$ cat src/rtl/odo_sbox_pkg.sv
// Shared definitions for the Odo small S-box blocks: width and loader FSM states.
package odo_sbox_pkg;

    localparam int unsigned ODO_SBOX_SMALL_W = 6;

    typedef enum logic [1:0] {
        ST_IDLE  = 2'd0,
        ST_LOAD  = 2'd1,
        ST_READY = 2'd2,
        ST_ERROR = 2'd3
    } odo_sbox_state_e;

endpackage

$ cat src/rtl/odo_sbox_inv_mem.sv
// N x W inverse table: one synchronous write port, one registered read port.
module odo_sbox_inv_mem #(
    parameter int unsigned W = 6
) (
    input  logic         clk,
    input  logic         rst_n,
    input  logic         we,
    input  logic [W-1:0] waddr,
    input  logic [W-1:0] wdata,
    input  logic         re,
    input  logic [W-1:0] raddr,
    output logic [W-1:0] rdata
);

    localparam int unsigned N = 1 << W;

    logic [W-1:0] mem [N];

    // Table storage is deliberately left unreset; only the read register is.
    always_ff @(posedge clk) begin
        if (we) begin
            mem[waddr] <= wdata;
        end
    end

    always_ff @(posedge clk or negedge rst_n) begin
        if (!rst_n) begin
            rdata <= '0;
        end else if (re) begin
            rdata <= mem[raddr];
        end
    end

endmodule

$ cat src/rtl/odo_sbox_inv_loader.sv
// Builds S^-1 from a streamed forward S-box table and serves 1-cycle inverse lookups.
// Optional bijection check enabled by ODO_SBOX_INV_CHECK_EN.
module odo_sbox_inv_loader
    import odo_sbox_pkg::*;
#(
    parameter int unsigned W = ODO_SBOX_SMALL_W
) (
    input  logic         clk,
    input  logic         rst_n,
    input  logic         load_start,
    input  logic         load_valid,
    input  logic [W-1:0] load_data,
    output logic         load_ready,
    output logic         table_ready,
    output logic         table_err,
    input  logic         lk_valid,
    input  logic [W-1:0] lk_in,
    output logic         lk_out_valid,
    output logic [W-1:0] lk_out
);

    localparam int unsigned N = 1 << W;

    odo_sbox_state_e state_q;
    logic [W-1:0]    idx_q;
    logic            beat_c;
    logic            last_c;
    logic            lk_en_c;
    logic            dup_c;

    // load_start wins over a coincident load_valid, so that beat never writes.
    assign beat_c  = (state_q == ST_LOAD) && load_valid && !load_start;
    assign last_c  = beat_c && (idx_q == W'(N - 1));
    assign lk_en_c = lk_valid && (state_q == ST_READY);

`ifdef ODO_SBOX_INV_CHECK_EN
    logic [N-1:0] seen_q;
    logic         dup_q;

    // Seen bitmap and sticky duplicate flag for the bijection check.
    always_ff @(posedge clk or negedge rst_n) begin
        if (!rst_n) begin
            seen_q <= '0;
            dup_q  <= 1'b0;
        end else if (load_start) begin
            seen_q <= '0;
            dup_q  <= 1'b0;
        end else if (beat_c) begin
            seen_q[load_data] <= 1'b1;
            if (seen_q[load_data]) begin
                dup_q <= 1'b1;
            end
        end
    end

    assign dup_c = dup_q || (beat_c && seen_q[load_data]);
`else
    assign dup_c = 1'b0;
`endif

    // Loader FSM with registered status outputs.
    always_ff @(posedge clk or negedge rst_n) begin
        if (!rst_n) begin
            state_q      <= ST_IDLE;
            idx_q        <= '0;
            load_ready   <= 1'b0;
            table_ready  <= 1'b0;
            table_err    <= 1'b0;
            lk_out_valid <= 1'b0;
        end else begin
            lk_out_valid <= lk_en_c;
            if (load_start) begin
                state_q     <= ST_LOAD;
                idx_q       <= '0;
                load_ready  <= 1'b1;
                table_ready <= 1'b0;
                table_err   <= 1'b0;
            end else if (beat_c) begin
                idx_q <= idx_q + W'(1);
                if (last_c) begin
                    state_q     <= dup_c ? ST_ERROR : ST_READY;
                    load_ready  <= 1'b0;
                    table_ready <= !dup_c;
                    table_err   <= dup_c;
                end
            end
        end
    end

    odo_sbox_inv_mem #(
        .W(W)
    ) u_mem (
        .clk   (clk),
        .rst_n (rst_n),
        .we    (beat_c),
        .waddr (load_data),
        .wdata (idx_q),
        .re    (lk_en_c),
        .raddr (lk_in),
        .rdata (lk_out)
    );

endmodule
$ cat config.mk
export PLATFORM = sky130hd
export DESIGN_NAME = odo_sbox_inv_loader
export DESIGN_NICKNAME = d
export VERILOG_FILES = /design/src/rtl/odo_sbox_pkg.sv /design/src/rtl/odo_sbox_inv_mem.sv /design/src/rtl/odo_sbox_inv_loader.sv
export SDC_FILE = /design/constraint.sdc
export NUM_CORES = 1
export LEC_CHECK = 0
export CAP_MARGIN = 20
export CORE_ASPECT_RATIO = 1.5
export CORE_MARGIN = 2
export CORE_UTILIZATION = 30
export DETAILED_ROUTE_END_ITERATION = 8
export GPL_ROUTABILITY_DRIVEN = 0
export SETUP_SLACK_MARGIN = 0.5
export SYNTH_ARGS = -nofsm -noshare
export SYNTH_HDL_FRONTEND = slang
export SYNTH_SLANG_ARGS = --single-unit
$ cat constraint.sdc
create_clock -name clk -period 2.7 [get_ports clk]
set_input_delay 0.405 -clock clk [delete_from_list [all_inputs] [get_ports clk]]
set_output_delay 0.405 -clock clk [all_outputs]
set_load 0.05 [all_outputs]
==> flow_metrics.env, run 1 <==
export IMPL_synth_top_area_frac=0.7357
export IMPL_avgSynthCellArea_um2=19.35
export IMPL_syn_to_final_growth_pct=19.18
export IMPL_clk_pin_slew_worst_paths_ns=0.07
export IMPL_clk_latency_ns=0.52
export IMPL_rrSetupSlack_ns=0.61
export IMPL_wl_per_cell_um=21.80
export IMPL_required_ns=2.30
export IMPL_synthCells=810
export IMPL_critPathMaxStageDelay_ns=0.82
export IMPL_drtIter0Drc=558
export IMPL_wl_met3_um=1263
export IMPL_grt_max_degree=66
export IMPL_viasPerCell=4.832
export IMPL_dieArea_um2=54120
export IMPL_fmax_mhz=465.1
export IMPL_grt_pass1_vias=8639
export IMPL_wl_met2_um=19690
export IMPL_cp_start_kind="register"
export IMPL_wirelength_met1_um=13120
export IMPL_cts_tree="done"
export IMPL_cts_buffers=35
export IMPL_final_max_slew_viol_count=0
export IMPL_drv_cap=0
export IMPL_p_leak_nw=6.142
export IMPL_ff2ff_path_depth=6
export IMPL_hpwlAfterDp_um=24730
export IMPL_ys_seq_elements=399
export IMPL_syn_num_nets=828
export IMPL_grt_util_all_layers=0.1343
export IMPL_timing_critical_path_buf_inv=1
export IMPL_route_detailed_drc=0
export IMPL_synthArstFlopShare=0.03759
export IMPL_synth_largest_area_cell="edfxtp_1"
export IMPL_crit_type="reg -> out"
export IMPL_cp_max_fo=5
export IMPL_netlist_area_um2=15670
export IMPL_synth_warnings=0
export IMPL_hold_buffers=0
export IMPL_htreeDepth=2
export IMPL_synth_top_cells_by_count="edfxtp_1 (384), nor2_1 (78), mux4_2 (72), mux2i_1 (54), nand2_1 (38)"
export IMPL_start_util=0.3032
export IMPL_synth_seq_area_share=0.7597
export IMPL_vias=7977
export IMPL_die_x_um=190.6
export IMPL_cp_end_kind="output port"
export IMPL_r2r_start="state_q[1]"
export IMPL_cp_startpoint="state_q[1]"
export IMPL_grt_pass1_wl_um=53600
export IMPL_status="finished clean"
export IMPL_cts_num_sinks=399
export IMPL_ant_nets=0
export IMPL_fin_util=0.3614
export IMPL_powerDensity_nw_per_um2=661.7
export IMPL_slew_headroom=0.5254
export IMPL_highest_layer="met4"
export IMPL_gr_total_overflow=0
export IMPL_p_total_w=0.01236
export IMPL_portBuffers=25
export IMPL_first_pass_iters=8
export IMPL_endpoint="table_ready"
export IMPL_core_um2=51690
export IMPL_n_antenna_cell=0
export IMPL_fin_skew_ns=0.01252
export IMPL_hold_viol_final=0
export IMPL_worst_pin_slew_ns=0.7120
export IMPL_final_nets=969
export IMPL_cp_depth=1
export IMPL_die_y_um=283.9
export IMPL_peakVddDrop_v=0.0003575
export IMPL_wl_um=35990
export IMPL_rows=102
export IMPL_path_cells="clkdlybuf4s50_1"
export IMPL_synthDistinctLibCells=37
export IMPL_crit_arrival_ns=1.74
export IMPL_cp_slowest_cell="clkdlybuf4s50_1"
export IMPL_synth_flop_cell="edfxtp_1"
export IMPL_ios=27
export IMPL_cp_top_family="buffers and inverters"
export IMPL_grt_setup_unrepaired="false"
export IMPL_root_buffer="clkbuf_16"
export IMPL_finalSetupTns_ns=0
export IMPL_yosys_top_cells_area="edfxtp_1 (74%), mux4_2 (10%), mux2i_1 (3.4%), dfrtp_1 (2.4%), nor2_1 (1.9%)"
export IMPL_synth_edf_count=384
export IMPL_drive_gt1_frac=0.2769
export IMPL_period_share=0.7963
export IMPL_hold_path_class="in -> async"
export IMPL_antenna_found_initial=1
export IMPL_finalCriticalPeriod_ns=2.150
export IMPL_reg2reg_to="u_mem.mem[16][5]"
export IMPL_cts_max_path_buffers=3
export IMPL_postCtsSetupBuffers=0
export IMPL_setup_viol=0
export IMPL_yosysMostFrequentCell="edfxtp_1"
## how the worst min path moves through the flow
stage | from | to | slack, ns | depth (start not counted)
final | rst_n | u_mem.rdata[3] | 0.24 | 2
after global routing | rst_n | u_mem.rdata[3] | 0.25 | 2
after CTS | rst_n | u_mem.rdata[3] | 0.23 | 2
after detailed placement | idx_q[1] | u_mem.mem[18][1] | 0.56 | 0
after global placement | state_q[0] | state_q[0] | 0.54 | 1
after floorplan | rst_n | idx_q[0] | 0.11 | 0
## layout make-up
type                       count  area [um^2]
clock buffer                  47        973.4
clock inverter                14        166.4
fill                        4787        33010
inverter                       3        11.26
multi-input combinational    367         3541
sequential                   399        11910
tap                          676        845.8
timing repair buffer         145         1227
## cells by family after synthesis
kind of cell | synth area share
DFF | 0.7597
and+or+nand+nor | 0.04662
muxes | 0.1509
AOI/OAI and AO/OA | 0.02459
buffers and inverters | 0.01437
xor gates and xnor gates | 0.002795
adders and majority gates | 0.0007982
other | 0.0002393
## power by group
| part | internal (W) | total (W) | switching, W |
|---|---|---|---|
| registers | 0.00677 | 0.00679 | 0.0000162 |
| logic | 0.000212 | 0.000545 | 0.000333 |
| clock network | 0.00292 | 0.00503 | 0.00211 |
## timing repair
action | CTS | global route
resized for setup | 6 | 1
pin swaps | 0 | 0
setup endpoints to repair | 6 | 1
## stage by stage
step	hold slack [ns]	std cells	area [um^2]	setup slack, ns
floorplan	0.1094	810	15670	0.5097
global placement	0.5373	1590	17540	0.2218
detailed placement	0.5597	1590	17540	0.1857
CTS	0.2340	1651	18680	0.5133
global route	0.2532	1651	18680	0.5055
finish	0.2432	1651	18680	0.5501
## layout by cell type (no fill, tap or decap), types with 5 or more instances in the layout
master / n
nor2_1: 78
buf_4: 114
dlygate4sd2_1: 6
o21ai_0: 6
dfrtp_2: 6
nand4_1: 12
a21oi_1: 8
a22oi_1: 12
dfrtp_1: 9
mux2i_1: 54
nand3_1: 18
nor2b_1: 5
buf_12: 7
nand2_1: 38
clkbuf_1: 9
edfxtp_1: 384
mux4_2: 72
clkdlybuf4s50_1: 15
nand3b_1: 5
a221o_1: 6
mux2_2: 18
clkinv_2: 7
clkbuf_16: 37
o221ai_1: 6
o22a_1: 6
a221oi_1: 6
## per-layer routing
layer,GRT usage,up-vias
met2,0.2519,209
met5,0,-
met1,0.1429,4147
li1,-,3545
met4,0.07306,0
met3,0.01855,76
## state kept, by name, summed over array words and instances (netlist names)
| register | flops |
|---|---|
| u_mem.mem | 384 |
| idx_q | 6 |
| u_mem.rdata | 6 |
| state_q | 2 |
| lk_out_valid | 1 |
No activity file was read; power rests on OpenSTA's default activity.
==> inputs of run 2 (changes only) <==
Clock period 2.7 ns to 2.1 ns, I/O delays scaled along.
==> flow_metrics.env, run 2 (synthesis results as in run 1) <==
export IMPL_status="finished clean"
export IMPL_crit_type="reg -> reg"
export IMPL_die_y_um=283.9
export IMPL_clk_pin_slew_worst_paths_ns=0.07
export IMPL_wl_um=36670
export IMPL_ant_nets=0
export IMPL_htreeDepth=2
export IMPL_first_pass_iters=5
export IMPL_gr_total_overflow=0
export IMPL_cp_start_kind="register"
export IMPL_n_antenna_cell=0
export IMPL_finalCriticalPeriod_ns=1.853
export IMPL_hold_path_class="in -> async"
export IMPL_grt_met3_usage=0.01942
export IMPL_fin_skew_ns=0.01831
export IMPL_cts_buffers=35
export IMPL_grt_util_all_layers=0.1380
export IMPL_drtIter0Drc=608
export IMPL_fin_util=0.3814
export IMPL_antenna_found_initial=1
export IMPL_cp_max_fo=1
export IMPL_setup_viol=0
export IMPL_hold_buffers=0
export IMPL_die_x_um=190.6
export IMPL_use_met1=0.1501
export IMPL_rows=102
export IMPL_cts_max_path_buffers=3
export IMPL_dpl_cell_area_um2=18010
export IMPL_worst_pin_slew_ns=0.7716
export IMPL_powerDensity_nw_per_um2=807.4
export IMPL_grt_max_degree=47
export IMPL_final_max_slew_viol_count=0
export IMPL_portBuffers=25
export IMPL_core_um2=51690
export IMPL_cts_tree="done"
export IMPL_grt_setup_unrepaired="true"
export IMPL_root_buffer="clkbuf_16"
export IMPL_top_register="u_mem.mem"
export IMPL_final_cell_mix="edfxtp_1 (384), mux4_2 (72), buf_4 (67)"
export IMPL_syn_to_final_growth_pct=25.78
export IMPL_peakVddDrop_v=0.0004594
export IMPL_use_met2=0.2539
export IMPL_start_util=0.3032
export IMPL_crit_arrival_ns=2.27
export IMPL_viasPerCell=4.801
export IMPL_p_leak_nw=6.384
export IMPL_dieArea_um2=54120
export IMPL_p_total_w=0.01592
export IMPL_slew_headroom=0.4840
export IMPL_required_ns=2.52
export IMPL_drv_cap=0
export IMPL_grt_pass1_vias=8563
export IMPL_post_route_cell_area_um2=19710
export IMPL_cts_num_sinks=399
export IMPL_clk_latency_ns=0.53
export IMPL_route_detailed_drc=0
export IMPL_largest_register_ffs=384
export IMPL_hold_viol_final=0
export IMPL_final_nets=975
export IMPL_cp_end_kind="register"
export IMPL_instances_no_fill=1657
export IMPL_top_regs="u_mem.mem x384, idx_q x6, u_mem.rdata x6"
export IMPL_top_usage_layer="met2"
export IMPL_hpwlAfterDp_um=25440
export IMPL_grt_pass1_wl_um=54690
export IMPL_fmax_mhz=539.7
export IMPL_ios=27
export IMPL_period_share=0.8824
export IMPL_layout_commonest_cell="edfxtp_1"
export IMPL_wl_per_cell_um=22.13
export IMPL_drive_gt1_frac=0.3853
export IMPL_vias=7956
export IMPL_place_inst=1595
## run 2: cell types whose count changed in the layout (fill, tap and decap cells not counted), sizes merged
cell and delta:
inv +3, clkinv +1, clkdlybuf4s50 -2, buf +14, clkinvlp +1, dlygate4sd2 -6, clkbuf -5, clkdlybuf4s15 +1
dlymetal6s2s -1
## run 2: final cells by class
type	instances	area (um^2)
Fill cell	4649	31970
Sequential cell	399	11920
Multi-Input combinational cell	367	4218
Timing Repair Buffer	151	1612
Clock buffer	42	902.1
Tap cell	676	845.8
Clock inverter	19	205.2
Inverter	3	11.26
## run 2: routing by layer
metal | vias to the layer above | part of all wire | wire length, um
li1 | 3566 | - | -
met1 | 4085 | 0.36 | 13310
met2 | 226 | 0.54 | 19880
met3 | 77 | 0.041 | 1518
met4 | 2 | 0.053 | 1948
met5 | - | 0.00035 | 13
## run 2: worst paths after layout
| path | from | to | slack, ns | cells past startpoint |
|---|---|---|---|---|
| setup reg to reg | u_mem.mem[41][2] | u_mem.rdata[2] | 0.25 | 5 |
| min in group clk | state_q[0] | state_q[0] | 0.54 | 1 |
| setup / recovery | u_mem.mem[41][2] | u_mem.rdata[2] | 0.25 | 5 |
| hold reg to reg | state_q[0] | state_q[0] | 0.54 | 1 |
| hold / removal | rst_n | u_mem.rdata[5] | 0.23 | 1 |
| max in group asynchronous | rst_n | idx_q[2] | 1.33 | 1 |
## run 2: metrics by stage
step	setup slack, ns	hold slack, ns	setup TNS (ns)
after floorplan	0.1251	0.01941	0
after global placement	-0.2363	0.5256	-34.31
after detailed placement	-0.2353	0.5284	-31.03
after CTS	0.2679	0.2445	0
after global routing	0.1952	0.2923	0
final	0.2470	0.2327	0
## run 2: worst max-delay path: stages (launching register included)
cell,delay [ns]
edfxtp_1,0.43
mux4_2,0.48
mux2_4,0.33
o221ai_2,0.19
a221oi_2,0.05
a221o_1,0.27
## run 2: timing repair
action / in CTS / in global routing
setup buffers: 0 / 1
setup endpoints to repair: 399 / 393
resized for setup: 176 / 16
pin swaps: 55 / 6
## run 2: report_power, final
part,internal [W],total (W),switching [W]
registers,0.00870,0.00872,0.0000185
logic,0.000344,0.000847,0.000503
clock network,0.00358,0.00635,0.00277
==> inputs of run 3 (changes only) <==
Settings changed: SLEW_MARGIN from default to 20.
==> results of run 3 <==
Same layout as run 2: the final DEF is identical, and so are final timing and power.
